## src/rtl/pc_sequencer_pkg.sv

```systemverilog
// pc_sequencer_pkg: default geometry and next-PC select encoding
// shared by the fetch-address sequencer and its return stack.
package pc_sequencer_pkg;

  localparam int PC_W_DEF      = 32;
  localparam int STEP_DEF      = 4;
  localparam int RAS_DEPTH_DEF = 4;

  typedef enum logic [2:0] {
    SEQ,
    BR,
    J,
    JR,
    RET
  } npc_sel_e;

endpackage

```

## src/rtl/pc_sequencer_if.sv

```systemverilog
// pc_sequencer_if: control-flow inputs and fetch-address outputs
// of the sequencer; master drives control, slave is the sequencer.
interface pc_sequencer_if
  import pc_sequencer_pkg::*;
#(
  parameter int PC_W = PC_W_DEF
);

  logic            stall;
  logic            br_taken;
  logic [15:0]     br_off;
  logic            jump;
  logic [25:0]     jtarget;
  logic            jr;
  logic [PC_W-1:0] jr_addr;
  logic            jal;
  logic            ret;
  logic [PC_W-1:0] pc;
  logic [PC_W-1:0] link_addr;
  logic            ras_empty;
  logic            ras_full;

  modport master (
    output stall, br_taken, br_off,
    output jump, jtarget, jr, jr_addr,
    output jal, ret,
    input  pc, link_addr,
    input  ras_empty, ras_full
  );

  modport slave (
    input  stall, br_taken, br_off,
    input  jump, jtarget, jr, jr_addr,
    input  jal, ret,
    output pc, link_addr,
    output ras_empty, ras_full
  );

endinterface

```

## src/rtl/pc_ras.sv

```systemverilog
// pc_ras: circular return-address stack; a push when full
// overwrites the oldest entry and the count saturates.
module pc_ras
  import pc_sequencer_pkg::*;
#(
  parameter int W     = PC_W_DEF,
  parameter int DEPTH = RAS_DEPTH_DEF,
  localparam int AW   = $clog2(DEPTH),
  localparam int CW   = AW + 1
) (
  input  logic          clk,
  input  logic          rst_n,
  input  logic          push,
  input  logic          pop,
  input  logic [W-1:0]  din,
  output logic [W-1:0]  top,
  output logic [CW-1:0] count,
  output logic          empty,
  output logic          full
);

  logic [W-1:0]  mem [DEPTH];
  logic [AW-1:0] ptr;
  logic [AW-1:0] wr_idx;
  logic          do_pop;

  assign empty  = (count == '0);
  assign full   = (count == CW'(DEPTH));
  assign do_pop = pop & ~empty;
  assign top    = mem[ptr];

  // pop-then-push reuses the slot just vacated
  always_comb begin
    wr_idx = ptr + AW'(1);
    if (do_pop)
      wr_idx = ptr;
  end

  always_ff @(posedge clk or negedge rst_n) begin
    if (!rst_n) begin
      ptr   <= '0;
      count <= '0;
    end else begin
      unique case ({push, do_pop})
        2'b10: begin
          ptr <= ptr + AW'(1);
          if (!full)
            count <= count + CW'(1);
        end
        2'b01: begin
          ptr   <= ptr - AW'(1);
          count <= count - CW'(1);
        end
        default: ;
      endcase
    end
  end

  always_ff @(posedge clk) begin
    if (push)
      mem[wr_idx] <= din;
  end

endmodule

```

## src/rtl/pc_sequencer.sv

```systemverilog
// pc_sequencer: fetch PC with branch/jump/jr redirect and an optional
// return-address stack compiled in by PC_SEQUENCER_RAS_EN.
module pc_sequencer
  import pc_sequencer_pkg::*;
#(
  parameter int PC_W      = PC_W_DEF,
  parameter int RAS_DEPTH = RAS_DEPTH_DEF,
  parameter int STEP      = STEP_DEF
) (
  input logic           clk,
  input logic           rst_n,
  pc_sequencer_if.slave bus
);

  logic [PC_W-1:0] pc_q;
  logic [PC_W-1:0] link;
  logic [PC_W-1:0] off_ext;
  logic [PC_W-1:0] br_tgt;
  logic [PC_W-1:0] j_tgt;
  logic [PC_W-1:0] ret_tgt;
  logic [PC_W-1:0] npc;
  logic [27:0]     jt28;
  logic            use_ret;
  npc_sel_e        sel;

  assign link    = pc_q + PC_W'(STEP);
  assign off_ext = PC_W'($signed(bus.br_off));
  assign br_tgt  = link + (off_ext << 2);
  assign jt28    = {bus.jtarget, 2'b00};

  generate
    if (PC_W > 28) begin : g_jhi
      assign j_tgt = {link[PC_W-1:28], jt28};
    end else begin : g_jlo
      assign j_tgt = jt28[PC_W-1:0];
    end
  endgenerate

`ifdef PC_SEQUENCER_RAS_EN
  localparam int CW = $clog2(RAS_DEPTH) + 1;

  logic          push;
  logic          pop;
  logic          r_empty;
  logic          r_full;
  logic [CW-1:0] unused_count;

  assign push = bus.jal & bus.jump & ~bus.stall;
  assign pop  = bus.ret & bus.jr & ~bus.stall;

  pc_ras #(
    .W     (PC_W),
    .DEPTH (RAS_DEPTH)
  ) u_ras (
    .clk   (clk),
    .rst_n (rst_n),
    .push  (push),
    .pop   (pop),
    .din   (link),
    .top   (ret_tgt),
    .count (unused_count),
    .empty (r_empty),
    .full  (r_full)
  );

  assign use_ret       = bus.ret & ~r_empty;
  assign bus.ras_empty = r_empty;
  assign bus.ras_full  = r_full;
`else
  logic unused_ras;

  // without the stack, ret degrades to a plain jr
  assign unused_ras    = ^{bus.jal, bus.ret};
  assign ret_tgt       = '0;
  assign use_ret       = 1'b0;
  assign bus.ras_empty = 1'b1;
  assign bus.ras_full  = 1'b0;
`endif

  always_comb begin
    sel = SEQ;
    if (bus.jr)
      sel = use_ret ? RET : JR;
    else if (bus.jump)
      sel = J;
    else if (bus.br_taken)
      sel = BR;
  end

  always_comb begin
    npc = link;
    unique case (sel)
      BR:      npc = br_tgt;
      J:       npc = j_tgt;
      JR:      npc = bus.jr_addr;
      RET:     npc = ret_tgt;
      default: npc = link;
    endcase
  end

  always_ff @(posedge clk or negedge rst_n) begin
    if (!rst_n)
      pc_q <= '0;
    else if (!bus.stall)
      pc_q <= npc;
  end

  assign bus.pc        = pc_q;
  assign bus.link_addr = link;

endmodule

```

## src/flat_wrapper.sv

```systemverilog
// flat-port wrapper written by rule: the top's interface ports become plain ports
module pc_sequencer_flat import pc_sequencer_pkg::*;
#(
  parameter int PC_W      = PC_W_DEF,
  parameter int RAS_DEPTH = RAS_DEPTH_DEF,
  parameter int STEP      = STEP_DEF
)
  (clk, rst_n, bus_stall, bus_br_taken, bus_br_off, bus_jump, bus_jtarget, bus_jr, bus_jr_addr, bus_jal, bus_ret, bus_pc, bus_link_addr, bus_ras_empty, bus_ras_full);
  pc_sequencer_if #(.PC_W(PC_W)) bus_i ();
  input logic clk;
  input logic rst_n;
  input wire logic [$bits(bus_i.stall)-1:0] bus_stall;
  input wire logic [$bits(bus_i.br_taken)-1:0] bus_br_taken;
  input wire logic [$bits(bus_i.br_off)-1:0] bus_br_off;
  input wire logic [$bits(bus_i.jump)-1:0] bus_jump;
  input wire logic [$bits(bus_i.jtarget)-1:0] bus_jtarget;
  input wire logic [$bits(bus_i.jr)-1:0] bus_jr;
  input wire logic [$bits(bus_i.jr_addr)-1:0] bus_jr_addr;
  input wire logic [$bits(bus_i.jal)-1:0] bus_jal;
  input wire logic [$bits(bus_i.ret)-1:0] bus_ret;
  output wire logic [$bits(bus_i.pc)-1:0] bus_pc;
  output wire logic [$bits(bus_i.link_addr)-1:0] bus_link_addr;
  output wire logic [$bits(bus_i.ras_empty)-1:0] bus_ras_empty;
  output wire logic [$bits(bus_i.ras_full)-1:0] bus_ras_full;
  assign bus_i.stall = bus_stall;
  assign bus_i.br_taken = bus_br_taken;
  assign bus_i.br_off = bus_br_off;
  assign bus_i.jump = bus_jump;
  assign bus_i.jtarget = bus_jtarget;
  assign bus_i.jr = bus_jr;
  assign bus_i.jr_addr = bus_jr_addr;
  assign bus_i.jal = bus_jal;
  assign bus_i.ret = bus_ret;
  assign bus_pc = bus_i.pc;
  assign bus_link_addr = bus_i.link_addr;
  assign bus_ras_empty = bus_i.ras_empty;
  assign bus_ras_full = bus_i.ras_full;
  pc_sequencer #(.PC_W(PC_W), .RAS_DEPTH(RAS_DEPTH), .STEP(STEP)) u_core (.clk(clk), .rst_n(rst_n), .bus(bus_i));
endmodule
```

## config.mk

```make
export PLATFORM = sky130hd
export DESIGN_NAME = pc_sequencer_flat
export DESIGN_NICKNAME = d
export VERILOG_FILES = /design/src/rtl/pc_sequencer_pkg.sv /design/src/rtl/pc_sequencer_if.sv /design/src/rtl/pc_ras.sv /design/src/rtl/pc_sequencer.sv /design/src/flat_wrapper.sv
export SDC_FILE = /design/constraint.sdc
export NUM_CORES = 1
export LEC_CHECK = 0
export ABC_AREA = 1
export CORE_AREA = 2 2 146 148
export DETAILED_ROUTE_END_ITERATION = 10
export DIE_AREA = 0 0 148 150
export SYNTH_ARGS = -nofsm -noshare
export SYNTH_HDL_FRONTEND = slang
export SYNTH_HIERARCHICAL = 1
export SYNTH_SLANG_ARGS = --single-unit
```

## constraint.sdc

```tcl
create_clock -name clk -period 3.5 [get_ports clk]
set_input_delay 0.7 -clock clk [delete_from_list [all_inputs] [get_ports clk]]
set_output_delay 0.7 -clock clk [all_outputs]
set_load 0.01 [all_outputs]
```

Word level (Yosys, flattened, before mapping)
Cells that the tools add are included.
{ "word_totals": {"regBits": 32} }
{ "classes": {"addsub": 2, "eq_ne": 4, "mux": 4} }
{ "ops": {"columns": ["operator", "n"], "rows": [
  ["32-bit one-hot mux with 4 select lines", 1],
  ["32-bit by 3-bit adder with 32-bit output, second input constant", 1],
  ["32-bit adder", 1],
  ["3-bit by 2-bit == test with 1-bit output, second input constant", 2],
  ["2-bit two-way mux", 2],
  ["3-bit by 1-bit == test with 1-bit output, second input constant", 1],
  ["3-bit == test, second input constant", 1],
  ["1-bit two-way mux", 1]
]} }

Logic depth before layout (Yosys ltp)
Gate-level depths: netlist (run 1).
{ "logic_depth": {"depth_word": 5, "depth_mapped": 26, "ltp_nobuf": 26} }

Least setup slack after synthesis (run 1)
Ideal clock, no wire load.
{ "synth_timing": {"path_type": "register to register", "from": "register u_core.pc_q[3], in the netlist u_core/bus.pc[3]", "to": "register u_core.pc_q[26], in the netlist u_core/bus.pc[26]", "setup_ns": 0.116, "arrival_time_ns": 2.728, "required_ns": 3.384, "setup_slack_ns": 0.656, "stages_incl_launch_ff": 22, "n_path_buf": 0, "cell_sequence": "dfrtp_1 -> ha_1 -> nand2_2 -> inv_2 -> nand3_2 -> nor2_4 -> nand2_4 -> nor2_1 -> xor2_1 -> inv_1 -> ha_1 -> nand2_1 -> nor2_1 -> inv_1 -> nor3_1 -> nand3_1 -> nand3_1 -> nand2_1 -> nand3_1 -> nand2_1 -> nand2_1 -> nand2_1"} }
{ "synth_via": {"elab_chain_cells": 3} }
{ "synth_rtl": {"columns": ["element", "line", "rtl"], "rows": [
  ["start, declared", "pc_sequencer.sv:15", "logic [PC_W-1:0] pc_q;"],
  ["start signal, assigned", "pc_sequencer.sv:105", "pc_q <= npc;"],
  ["32-bit by 3-bit adder with 32-bit output", "pc_sequencer.sv:26", "assign link = pc_q + PC_W'(STEP);"],
  ["net bus_link_addr[20]", "flat_wrapper.sv:22", "output wire logic [$bits(bus_i.link_addr)-1:0] bus_link_addr;"],
  ["32-bit adder", "pc_sequencer.sv:28", "assign br_tgt = link + (off_ext << 2);"],
  ["32-bit one-hot mux with 4 select lines", "pc_sequencer.sv:92", "unique case (sel)"]
]} }
The timed path passes the listed nets, and every way through them passes these cells.
A chain may end at the register's enable or synchronous reset.

Worst setup path in the final report (run 1)
{ "layout_timing": {"from": "register u_core.pc_q[3], in the netlist u_core/bus.pc[3]", "to": "output port bus_link_addr[16]"} }
{ "layout_via": {"elab_chain_cells": 1} }
{ "layout_rtl": {"columns": ["element", "line"], "rows": [
  ["32-bit by 3-bit adder with 32-bit output", "pc_sequencer.sv:26"],
  ["end, declared", "flat_wrapper.sv:22"]
]} }
Every way passes these cells.

==> summary.md, run 1 <==
| Metric | Value |
|---|---|
| I/O pin count | `148` |
| Status | `finished, final reports clean` |
| Largest net degree at the start of global routing | `40` |
| Hold buffer count at CTS | `0` |
| Syn Nets | `a little over 1000` |
| Chip height | `150 um` |
| Cell area after layout | `7050 sq um` |
| Maximum VDD drop | `0.000176 V` |
| Setup repair bufs after CTS | `0` |
| Largest cells by area after synthesis | `nand2_1 23%, dfrtp_1 16%, inv_1 10%` |
| Core region area | `~21000 sq um` |
| Fraction of layout instances using a drive strength above 1 | `6.68%` |
| DR iter-0 viols | `between 400 and 500` |
| R2R setup slack | `0.27 ns` |
| CP Launch Point | `u_core/bus.pc[3]$_DFFE_PN0N_` |
| Initial antenna violation count | `0` |
| Worst hold path class | `flop to flop` |
| H-tree depth | `2` |
| GPL Wtd Cong | `0.928` |
| Fin nets | `between 1000 and 1500` |
| Max-Cap Viols | `0` |
| Clk slew on worst S/H paths | `0.05 ns` |
| DP HPWL | `roughly 17000 um` |
| Insertion delay to the later sink of the worst-skew pair | `0.28 ns` |
| Final Critical Period | `3.24 ns` |
| Worst r2r dst | `u_core/bus.pc[29]$_DFFE_PN0N_` |
| GR Util All Layers | `18.1%` |
| Syn-to-layout area delta | `39.4%` |
| Number of global-route vias before repair | `slightly below 6000` |
| Post-layout util | `34.1%` |
| Routed WL | `20500 um` |
| Num CTS Buffers | `5` |
| First-pass GRT wire length | `31200 um` |
| Critical path endpoint | `bus_link_addr[16]` |
| Vias per cell | `4.67` |
| HP Start | `u_core/bus.pc[1]$_DFFE_PN0P_` |
| Worst setup SP type | `flop` |
| Die W | `148 um` |
| Seq/Total Area, Yosys | `15.8%` |
| Most common library cells after synthesis | `314 x nand2_1, 140 x inv_1, 76 x nor2_1, 69 x nand3_1, 62 x a21oi_1` |
| # rows | `53` |
| Sink Count | `32` |
| Synth warn | `6` |
| Max reg flops | `32` |
| WS Path Type | `flop to primary output` |
| Least-Margin Pin Slew | `roughly 0.86 ns` |
| CTS root buf | `clkbuf_16` |
| Initial Util | `between 20% and 30%` |
| Drt first pass iters | `5` |
| TritonCTS clock tree | `built` |
| Crit path DAT | `2.54 ns` |
| Setup TNS | `0 ns` |
| Setup Skew | `0.00412 ns` |
| Power density over the cells | `about 340 nW/um^2` |
| Period utilization | `92.6%` |
| Setup violators final | `0` |
| Longest Clk Path Bufs | `2` |
| LEAKAGE | `roughly 0.0035 uW` |
| Synth cell types | `42` |
| CP max FO | `5` |
| Placed inst area | `6870 sq um` |
| Count leader, synth | `nand2_1` |
| Rel. slew slack | `42.9%` |
| Antenna Violating Nets Remaining | `0` |
| Post-synth ARST share | `100%` |
| Fmax | `309 MHz` |
| Synth area leader | `nand2_1` |
| Number of synthesized flops with an enable pin | `0` |
| Syn Area/Cell | `5.61 sq um` |
| Synthesis-stage register bit count | `32` |
| WP data required | `2.80 ns` |
| Port Buffers | `143` |
| Overflow after GRT | `0` |
| Final hold vios | `0` |
| Die area | `22200 sq um` |
| Post-route DRC | `0` |
| Routed len/inst | `15.5 um` |
| Reg2reg start | `u_core/bus.pc[2]$_DFFE_PN0N_` |
| CP endpoint kind | `primary output` |
| Top FF cell, synth | `dfrtp_1` |
| Syn Inst Count | `902` |
| Cells on worst reg2reg path | `20` |
| Post-synth top area share | `between 20% and 30%` |
| Post-Synthesis Cell Area | `5060 sq um` |
| # diodes | `0` |
| Final Max Tran Viols | `0` |
| Vias | `6175` |
-- per-layer routing --
layer / track usage, % / wire [um] / vias up
met5: 0 / 0 / -
met4: 6.52 / 656 / 0
met3: 1.95 / 899 / 34
met2: 31.8 / 9790 / 187
met1: 23.0 / 9170 / 2798
li1: - / - / 3156
-- logic make-up (layout without fill, tap and decap cells) --
logic type | count (synthesis) | after routing | synth area share [%]
DFF | 32 | 32 | 15.8
other | 2 | 2 | 0.148
AOI/OAI and AO/OA | 124 | 124 | 13.5
adders and majority gates | 35 | 35 | 8.80
buffers and inverters | 167 | 313 | 12.9
xor gates and xnor gates | 21 | 21 | 3.78
and+or+nand+nor | 521 | 521 | 45.0
-- area by class of cell --
| cell class | instances | area, sq um |
|---|---|---|
| well taps | 275 | 344 |
| flip-flops and latches | 32 | 802 |
| inverters | 143 | 537 |
| clock buffers | 7 | 153 |
| repair buffers | 163 | 1580 |
| multi-input cells | 703 | 3640 |
| fillers | 2290 | 13600 |
-- layout by cell type (no fill, tap or decap), types with 3 or more instances in the layout --
| cell | netlist | routed |
|---|---|---|
| a21oi_1 | 62 | 62 |
| a221oi_1 | 9 | 9 |
| buf_4 | 4 | 20 |
| clkbuf_16 | 0 | 5 |
| clkdlybuf4s50_1 | 0 | 143 |
| dfrtp_1 | 32 | 31 |
| ha_1 | 34 | 33 |
| inv_1 | 140 | 140 |
| inv_2 | 3 | 3 |
| nand2_1 | 314 | 314 |
| nand2_2 | 7 | 7 |
| nand3_1 | 69 | 69 |
| nand3_2 | 4 | 4 |
| nand4_1 | 19 | 19 |
| nor2_1 | 76 | 74 |
| nor2_2 | 6 | 8 |
| nor2_4 | 6 | 6 |
| nor3_1 | 6 | 5 |
| nor3_2 | 3 | 4 |
| o211ai_1 | 3 | 3 |
| o21ai_0 | 36 | 36 |
| o21ai_1 | 5 | 5 |
| o21bai_1 | 3 | 3 |
| xnor2_1 | 5 | 5 |
| xor2_1 | 15 | 13 |
-- critical path, cell delays in order, from the launching register on --
cell             delay [ns]
dfrtp_1                0.42
ha_2                   0.23
nand2_2                0.07
inv_2                  0.08
nand3_2                0.10
nor2_4                 0.16
nand2_1                0.13
xor2_1                 0.33
buf_4                  0.21
clkdlybuf4s50_1        0.53
-- per-stage QoR --
| step | setup slack [ns] | instances | hold slack [ns] | total power [uW] |
|---|---|---|---|---|
| floorplan | 0.656 | 902 | 0.404 | 1310 |
| global placement | 0.282 | 1316 | 0.522 | 1910 |
| detailed placement | 0.246 | 1316 | 0.523 | 1920 |
| CTS | 0.235 | 1323 | 0.544 | 2390 |
| global route | -0.00704 | 1323 | 0.582 | 2580 |
| finish | 0.259 | 1323 | 0.535 | 2390 |
-- power by group --
| group | switching (uW) | internal (uW) |
|---|---|---|
| clock network | 159 | 298 |
| logic | 824 | 594 |
| registers | 90.0 | 422 |
| total | 1070 | 1310 |
-- how the worst min path moves through the flow --
stage / end / slack, ns / depth (start not counted)
2_1_floorplan: u_core/bus.pc[0]$_DFFE_PN0P_ / 0.40 / 0
3_3_place_gp: u_core/bus.pc[1]$_DFFE_PN0P_ / 0.52 / 2
3_5_place_dp: u_core/bus.pc[1]$_DFFE_PN0P_ / 0.52 / 2
4_1_cts: u_core/bus.pc[1]$_DFFE_PN0P_ / 0.54 / 2
5_1_grt: u_core/bus.pc[1]$_DFFE_PN0P_ / 0.58 / 2
6_report: u_core/bus.pc[1]$_DFFE_PN0P_ / 0.53 / 2
-- what timing repair did --
| item | in CTS | in global routing |
|---|---|---|
| hold endpoints to repair | 0 | 0 |
| gates resized for setup | 0 | 7 |
| endpoints found under the setup margin | 0 | 9 |
Power figures use the tool's default switching activity.
==> run 2: changes to the inputs <==
==> constraint.sdc (replaced) <==
create_clock -name clk -period 4 [get_ports clk]
set_input_delay 0.8 -clock clk [delete_from_list [all_inputs] [get_ports clk]]
set_output_delay 0.8 -clock clk [all_outputs]
set_load 0.01 [all_outputs]
==> run 2 against run 1 <==
  * Largest cell class unchanged
  * Critical path depth increased by 9
  * Final cell count decreased by 0.83%
  * Cell area decreased by 1.6%
==> summary.md, run 2 (synthesis gave the netlist of run 1 again) <==
| Metric | Value |
|---|---|
| Sw Ratio | `45.1% (+0.12 points)` |
| Slowest CP cell | `dfrtp_1` |
| LEAKAGE | `0.00348 uW (-1.7%)` |
| Clk slew on worst S/H paths | `0.05 ns (about the same)` |
| GPL Wtd Cong | `0.893 (-3.8%)` |
| Max-Cap Viols | `0 (unchanged)` |
| CP max FO | `5 (unchanged)` |
| Net Switching | `930 uW (-13%)` |
| Most common cell after layout, fill and taps aside | `nand2_1` |
| Die W | `148 um (unchanged)` |
| Rel. slew slack | `45.0% (+2.1 points)` |
| Max reg flops | `32 (unchanged)` |
| Buf/Inv on CP | `2 (-1)` |
| Final hold slack | `0.548 ns (+0.0134 ns)` |
| Number of global-route vias before repair | `5742 (-2.9%)` |
| Reg area | `801 sq um (-0.16%)` |
| Vias | `6040 (-2.2%)` |
| Post-CTS Resized | `0 (unchanged)` |
| Status | `finished, final reports clean` |
| Final Max Tran Viols | `0 (unchanged)` |
| Cell family with most CP delay | `simple AND/OR/NAND/NOR gates` |
| Setup violators final | `0 (unchanged)` |
| Antenna Violating Nets Remaining | `0 (unchanged)` |
| Clk pwr share | `19.4% (+0.3 points)` |
| TritonCTS clock tree | `built` |
| Multi-input logic area | `3610 sq um (-0.76%)` |
| Worst setup SP type | `flop` |
| Chip height | `150 um (unchanged)` |
| Insertion delay to the later sink of the worst-skew pair | `0.28 ns (about the same)` |
| WS Path Type | `flop to flop` |
| # fillers | `2292 (+0.087%)` |
| Least-Margin Pin Slew | `0.825 ns (-0.0315 ns)` |
| Largest net degree at the start of global routing | `41 (+2.5%)` |
| Routed WL | `20200 um (-1.7%)` |
| Initial Util | `24.5% (unchanged)` |
| DR iter-0 viols | `465 (unchanged)` |
| Seq pwr share | `21.5% (about the same)` |
| Post-route DRC | `0 (unchanged)` |
| Most frequent CP cell | `nand2_1` |
| Hold buffer count at CTS | `0 (unchanged)` |
| CP endpoint kind | `flop` |
| Pwr Total | `2060 uW (-14%)` |
| Most frequent cells in the layout | `314 x nand2_1, 143 x clkdlybuf4s50_1, 140 x inv_1` |
| DP HPWL | `16900 um (-2.2%)` |
| Maximum VDD drop | `0.000168 V (-4.7%)` |
| Routed len/inst | `15.4 um (-0.89%)` |
| Power density over the cells | `298 nW/um^2 (-12%)` |
| First-pass GRT wire length | `30500 um (-2.0%)` |
| Core region area | `20700 sq um (unchanged)` |
| RSZ-0062 raised after global routing | `false` |
| Die area | `22200 sq um (unchanged)` |
| R2R setup slack | `0.58 ns (+0.31 ns)` |
| Comb pwr share | `59.1% (-0.3 points)` |
| Final hold vios | `0 (unchanged)` |
| H-tree depth | `2 (unchanged)` |
| # rows | `53 (unchanged)` |
| Vias per cell | `4.60 (-1.4%)` |
| Fmax | `292 MHz` |
| Crit path DAT | `3.58 ns (+1.04 ns)` |
| Sink Count | `32 (unchanged)` |
| Setup TNS | `0 ns (unchanged)` |
| Fin nets | `1153 (-1.0%)` |
| Syn-to-layout area delta | `37.1%` |
| Overflow after GRT | `0 (unchanged)` |
| CP cell instances | `ha_1 -> nand2_2 -> nor2_1 -> nor3b_2 -> xor2_1 -> inv_1 -> ha_1 -> nand2_1 -> inv_1 -> nand2_1 -> nand2_1 -> a21oi_1 -> nand2_1 -> or2_0 -> nand3_1 -> nand2_1 -> o211ai_1 -> nand2_1` |
| Worst path max stage delay | `0.42 ns (-0.11 ns)` |
| Longest Clk Path Bufs | `2 (unchanged)` |
| GR Util All Layers | `17.7% (-0.41 points)` |
| Initial antenna violation count | `1 (+1)` |
| P_int | `1130 uW (-14%)` |
| Setup repair bufs after CTS | `0 (unchanged)` |
| Worst hold path class | `flop to flop` |
| I/O pin count | `148 (unchanged)` |
| Drt first pass iters | `5 (unchanged)` |
| Port Buffers | `143 (unchanged)` |
| Setup Skew | `0.00336 ns (-0.000761 ns)` |
| WP data required | `4.16 ns (+1.36 ns)` |
| Fraction of layout instances using a drive strength above 1 | `4.92% (-1.8 points)` |
| Period utilization | `85.5%` |
| Num CTS Buffers | `5 (unchanged)` |
| CTS root buf | `clkbuf_16` |
| Final Critical Period | `between 3 and 4 ns` |
[run 2: worst paths after layout]
path / to / cells past startpoint / startpoint
worst min-delay path: u_core/bus.pc[1]$_DFFE_PN0P_ / 2 / u_core/bus.pc[1]$_DFFE_PN0P_
worst max-delay path: u_core/bus.pc[15]$_DFFE_PN0N_ / 18 / u_core/bus.pc[3]$_DFFE_PN0N_
max in group asynchronous: u_core/bus.pc[4]$_DFFE_PN0N_ / 2 / rst_n
worst min register to register: u_core/bus.pc[1]$_DFFE_PN0P_ / 2 / u_core/bus.pc[1]$_DFFE_PN0P_
min in group asynchronous: u_core/bus.pc[29]$_DFFE_PN0N_ / 2 / rst_n
worst max register to register: u_core/bus.pc[15]$_DFFE_PN0N_ / 18 / u_core/bus.pc[3]$_DFFE_PN0N_
[run 2: final cells by class]
| class | count | share of cell area, % |
|---|---|---|
| multi-input cells | 703 | 52.0 |
| repair buffers | 151 | 21.5 |
| flip-flops and latches | 32 | 11.5 |
| inverters | 143 | 7.74 |
| well taps | 275 | 4.96 |
| clock buffers | 7 | 2.20 |
| diodes | 1 | 0.0361 |
[run 2: metal layers]
metal	part of all wire (%)	routed length, um	GRT usage [%]	vias to the layer above
li1	-	-	-	3137
met4	2.9	590	5.62	0
met1	44	8950	22.9	2711
met2	48	9660	31.0	157
met3	4.8	962	1.77	35
met5	0	0	0	-
[run 2: worst reg2reg max path, stage by stage, from the launching register on]
cell      delay [ns]
dfrtp_1         0.42
ha_1            0.25
nand2_2         0.08
nor2_1          0.18
nor3b_2         0.37
xor2_1          0.21
inv_1           0.11
ha_1            0.36
nand2_1         0.16
inv_1           0.05
nand2_1         0.06
nand2_1         0.07
a21oi_1         0.14
nand2_1         0.19
or2_0           0.25
nand3_1         0.12
nand2_1         0.07
o211ai_1        0.12
nand2_1         0.07
[run 2: power groups by stage]
| stage | Clock [uW] | Sequential (uW) | Combinational [uW] |
|---|---|---|---|
| after CTS | 408 | 445 | 1210 |
| after detailed placement | 0 | 449 | 1210 |
| after floorplan | 0 | 451 | 691 |
| final | 400 | 444 | 1220 |
| after global routing | 424 | 455 | 1350 |
| after global placement | 0 | 449 | 1200 |
[run 2: metrics by stage]
| stage | cells | cell area [sq um] | worst slack, ns | utilization, % |
|---|---|---|---|---|
| 6_report | 1312 | 6940 | 0.579 | 33.5 |
| 3_3_place_gp | 1304 | 6780 | 0.570 | 32.8 |
| 3_5_place_dp | 1304 | 6780 | 0.537 | 32.8 |
| 4_1_cts | 1311 | 6930 | 0.593 | 33.5 |
| 2_1_floorplan | 902 | 5060 | 1.16 | - |
| 5_1_grt | 1312 | 6940 | 0.331 | 33.5 |
==> run 3: changes to the inputs <==
--- a/config.mk
+++ b/config.mk
@@ -6,9 +6,9 @@
 export NUM_CORES = 1
 export LEC_CHECK = 0
 export ABC_AREA = 1
-export CORE_AREA = 2 2 146 148
+export CORE_AREA = 2 2 131 165
 export DETAILED_ROUTE_END_ITERATION = 10
-export DIE_AREA = 0 0 148 150
+export DIE_AREA = 0 0 133 167
 export SYNTH_ARGS = -nofsm -noshare
 export SYNTH_HDL_FRONTEND = slang
 export SYNTH_HIERARCHICAL = 1
==> constraint.sdc (replaced) <==
create_clock -name clk -period 3.75 [get_ports clk]
set_input_delay 0.75 -clock clk [delete_from_list [all_inputs] [get_ports clk]]
set_output_delay 0.75 -clock clk [all_outputs]
set_load 0.01 [all_outputs]
==> run 3 against run 2 <==
  * Sequential share of layout area decreased by 0.11 points
  * Cell area up 0.96%
  * Global-route usage barely moved
  * First-iteration DRC count decreased by 18%
  * Combinational power is 7% higher
  * Largest power group unchanged
==> summary.md, run 3 (synthesis gave the netlist of run 1 again) <==
| Metric | Value |
|---|---|
| Longest Clk Path Bufs | `2 (unchanged)` |
| Routed len/inst | `15.3 um (-0.27%)` |
| Setup violators final | `0 (unchanged)` |
| # fillers | `2279 (-0.57%)` |
| Overflow after GRT | `0 (unchanged)` |
| Max reg flops | `32 (unchanged)` |
| R2R setup slack | `0.30 ns (-0.28 ns)` |
| WS Path Type | `flop to flop` |
| Antenna Violating Nets Remaining | `0 (unchanged)` |
| First-pass GRT wire length | `30700 um (+0.75%)` |
| H-tree depth | `2 (unchanged)` |
| Final hold slack | `0.544 ns (-0.00406 ns)` |
| Initial antenna violation count | `1 (unchanged)` |
| Least-Margin Pin Slew | `0.861 ns (+0.0368 ns)` |
| Num CTS Buffers | `5 (unchanged)` |
| Placed inst area | `6820 sq um (+0.54%)` |
| Clk slew on worst S/H paths | `0.05 ns (about the same)` |
| Post-route DRC | `0 (unchanged)` |
| Status | `finished, final reports clean` |
| Vias per cell | `4.61 (about the same)` |
| LEAKAGE | `0.00352 uW (+1.1%)` |
| Fraction of layout instances using a drive strength above 1 | `5.47% (+0.55 points)` |
| Worst hold path class | `flop to flop` |
| Routed WL | `20200 um (+0.11%)` |
| GPL Wtd Cong | `0.892 (about the same)` |
| Cell area after layout | `7000 sq um (+0.96%)` |
| Chip height | `167 um (+11%)` |
| RSZ-0062 raised after global routing | `false` |
| WP data required | `3.93 ns (-0.23 ns)` |
| CTS root buf | `clkbuf_16` |
| Setup repair bufs after CTS | `0 (unchanged)` |
| GR Util All Layers | `17.8% (+0.035 points)` |
| Final Max Tran Viols | `0 (unchanged)` |
| Die W | `133 um (-10%)` |
| Fin nets | `1158 (+0.43%)` |
| Port Buffers | `143 (unchanged)` |
| Reg2reg start | `u_core/bus.pc[3]$_DFFE_PN0N_` |
| Die area | `22200 sq um (about the same)` |
| # rows | `59 (+11%)` |
| Period utilization | `91.9% (+6.4 points)` |
| Most common cell after layout, fill and taps aside | `nand2_1` |
| Most frequent cells in the layout | `314 x nand2_1, 143 x clkdlybuf4s50_1, 140 x inv_1` |
| Placed Instances | `1308 (+0.31%)` |
| Non-filler cells, final | `1317 (+0.38%)` |
| CP max FO | `5 (unchanged)` |
| Hold depth | `2 (unchanged)` |
| Final Critical Period | `3.45 ns (+0.0264 ns)` |
| Post-CTS Resized | `0 (unchanged)` |
| Vias | `6066 (+0.43%)` |
| CP Launch Point | `u_core/bus.pc[3]$_DFFE_PN0N_` |
| DP HPWL | `17100 um (+1.2%)` |
| Largest net degree at the start of global routing | `40 (-2.4%)` |
| Setup Skew | `0.00449 ns (+0.00112 ns)` |
| Core region area | `20600 sq um (-0.45%)` |
| Insertion delay to the later sink of the worst-skew pair | `0.29 ns (about the same)` |
| HP Start | `u_core/bus.pc[1]$_DFFE_PN0P_` |
| Worst setup SP type | `flop` |
| I/O pin count | `148 (unchanged)` |
| Crit path DAT | `3.62 ns (+0.04 ns)` |
| CP endpoint kind | `flop` |
| Maximum VDD drop | `0.000168 V (-0.19%)` |
| Syn-to-layout area delta | `38.4%` |
| Fmax | `290 MHz (-0.77%)` |
| Sink Count | `32 (unchanged)` |
| Max-Cap Viols | `0 (unchanged)` |
| Hold buffer count at CTS | `0 (unchanged)` |
| Initial Util | `24.6% (+0.11 points)` |
| Setup TNS | `0 ns (unchanged)` |
| Rel. slew slack | `42.5% (-2.5 points)` |
| DR iter-0 viols | `382 (-18%)` |
| Power density over the cells | `326 nW/um^2 (+9.6%)` |
| TritonCTS clock tree | `built` |
| Final hold vios | `0 (unchanged)` |
| Cells on worst reg2reg path | `21 (+3)` |
| Drt first pass iters | `5 (unchanged)` |
| Number of global-route vias before repair | `5789 (+0.82%)` |
run 3: cell count changes in the layout (fill, tap and decap cells not counted):
| cell | change |
|---|---|
| buf_4 | +5 |
| bufinv_16 | +1 |
run 3: worst max-delay path, cell delays in order, from the launching register on:
cell	delay (ns)
dfrtp_1	0.43
ha_1	0.24
nand2_2	0.08
inv_2	0.09
nand3_2	0.09
nor2_4	0.17
nand2_4	0.09
nor2_1	0.12
xor2_1	0.26
inv_1	0.11
ha_1	0.38
nand2_1	0.12
nor2_1	0.21
inv_1	0.08
nor2_1	0.13
nand4_1	0.16
nand3_1	0.13
nand2_1	0.05
nand3_1	0.17
nand3_1	0.10
nand2_1	0.07
nand2_1	0.04
run 3: area by class of cell:
| type | count | area [sq um] | share of cell area [%] |
|---|---|---|---|
| repair buffers | 156 | 1530 | 21.8 |
| well taps | 274 | 343 | 4.90 |
| inverters | 143 | 537 | 7.66 |
| clock inverters | 1 | 30.0 | 0.429 |
| multi-input cells | 703 | 3610 | 51.5 |
| diodes | 1 | 2.50 | 0.0357 |
| clock buffers | 7 | 153 | 2.18 |
| flip-flops and latches | 32 | 801 | 11.4 |
run 3: metal layers:
metal | part of all wire [%] | routed length, um | global-route usage, %
met1 | 43 | 8620 | 21.3
met2 | 50 | 10100 | 31.9
met3 | 3.8 | 776 | 1.80
met4 | 3.7 | 737 | 7.67
met5 | 0 | 0 | 0
run 3: path summary, 6_finish.rpt:
check | endpoint
min | u_core/bus.pc[1]$_DFFE_PN0P_
min in group asynchronous | u_core/bus.pc[2]$_DFFE_PN0N_
max reg2reg | u_core/bus.pc[21]$_DFFE_PN0N_
min reg2reg | u_core/bus.pc[1]$_DFFE_PN0P_
max | u_core/bus.pc[21]$_DFFE_PN0N_
max in group asynchronous | u_core/bus.pc[27]$_DFFE_PN0N_
run 3: report_power, final:
group	total (uW)	leakage, uW	internal (uW)	switching (uW)
logic	1310	0.00304	545	761
clock network	505	0.0000901	350	155
registers	474	0.000391	393	80.1
total	2280	0.00352	1290	996
run 3: through the flow:
step / worst slack (ns) / utilization (%) / total power, uW
after floorplan: 0.906 / - / 1220
after global placement: 0.398 / 33.1 / 1770
after detailed placement: 0.343 / 33.1 / 1770
after CTS: 0.322 / 34.0 / 2290
after global routing: 0.00264 / 34.0 / 2450
final: 0.302 / 34.0 / 2280
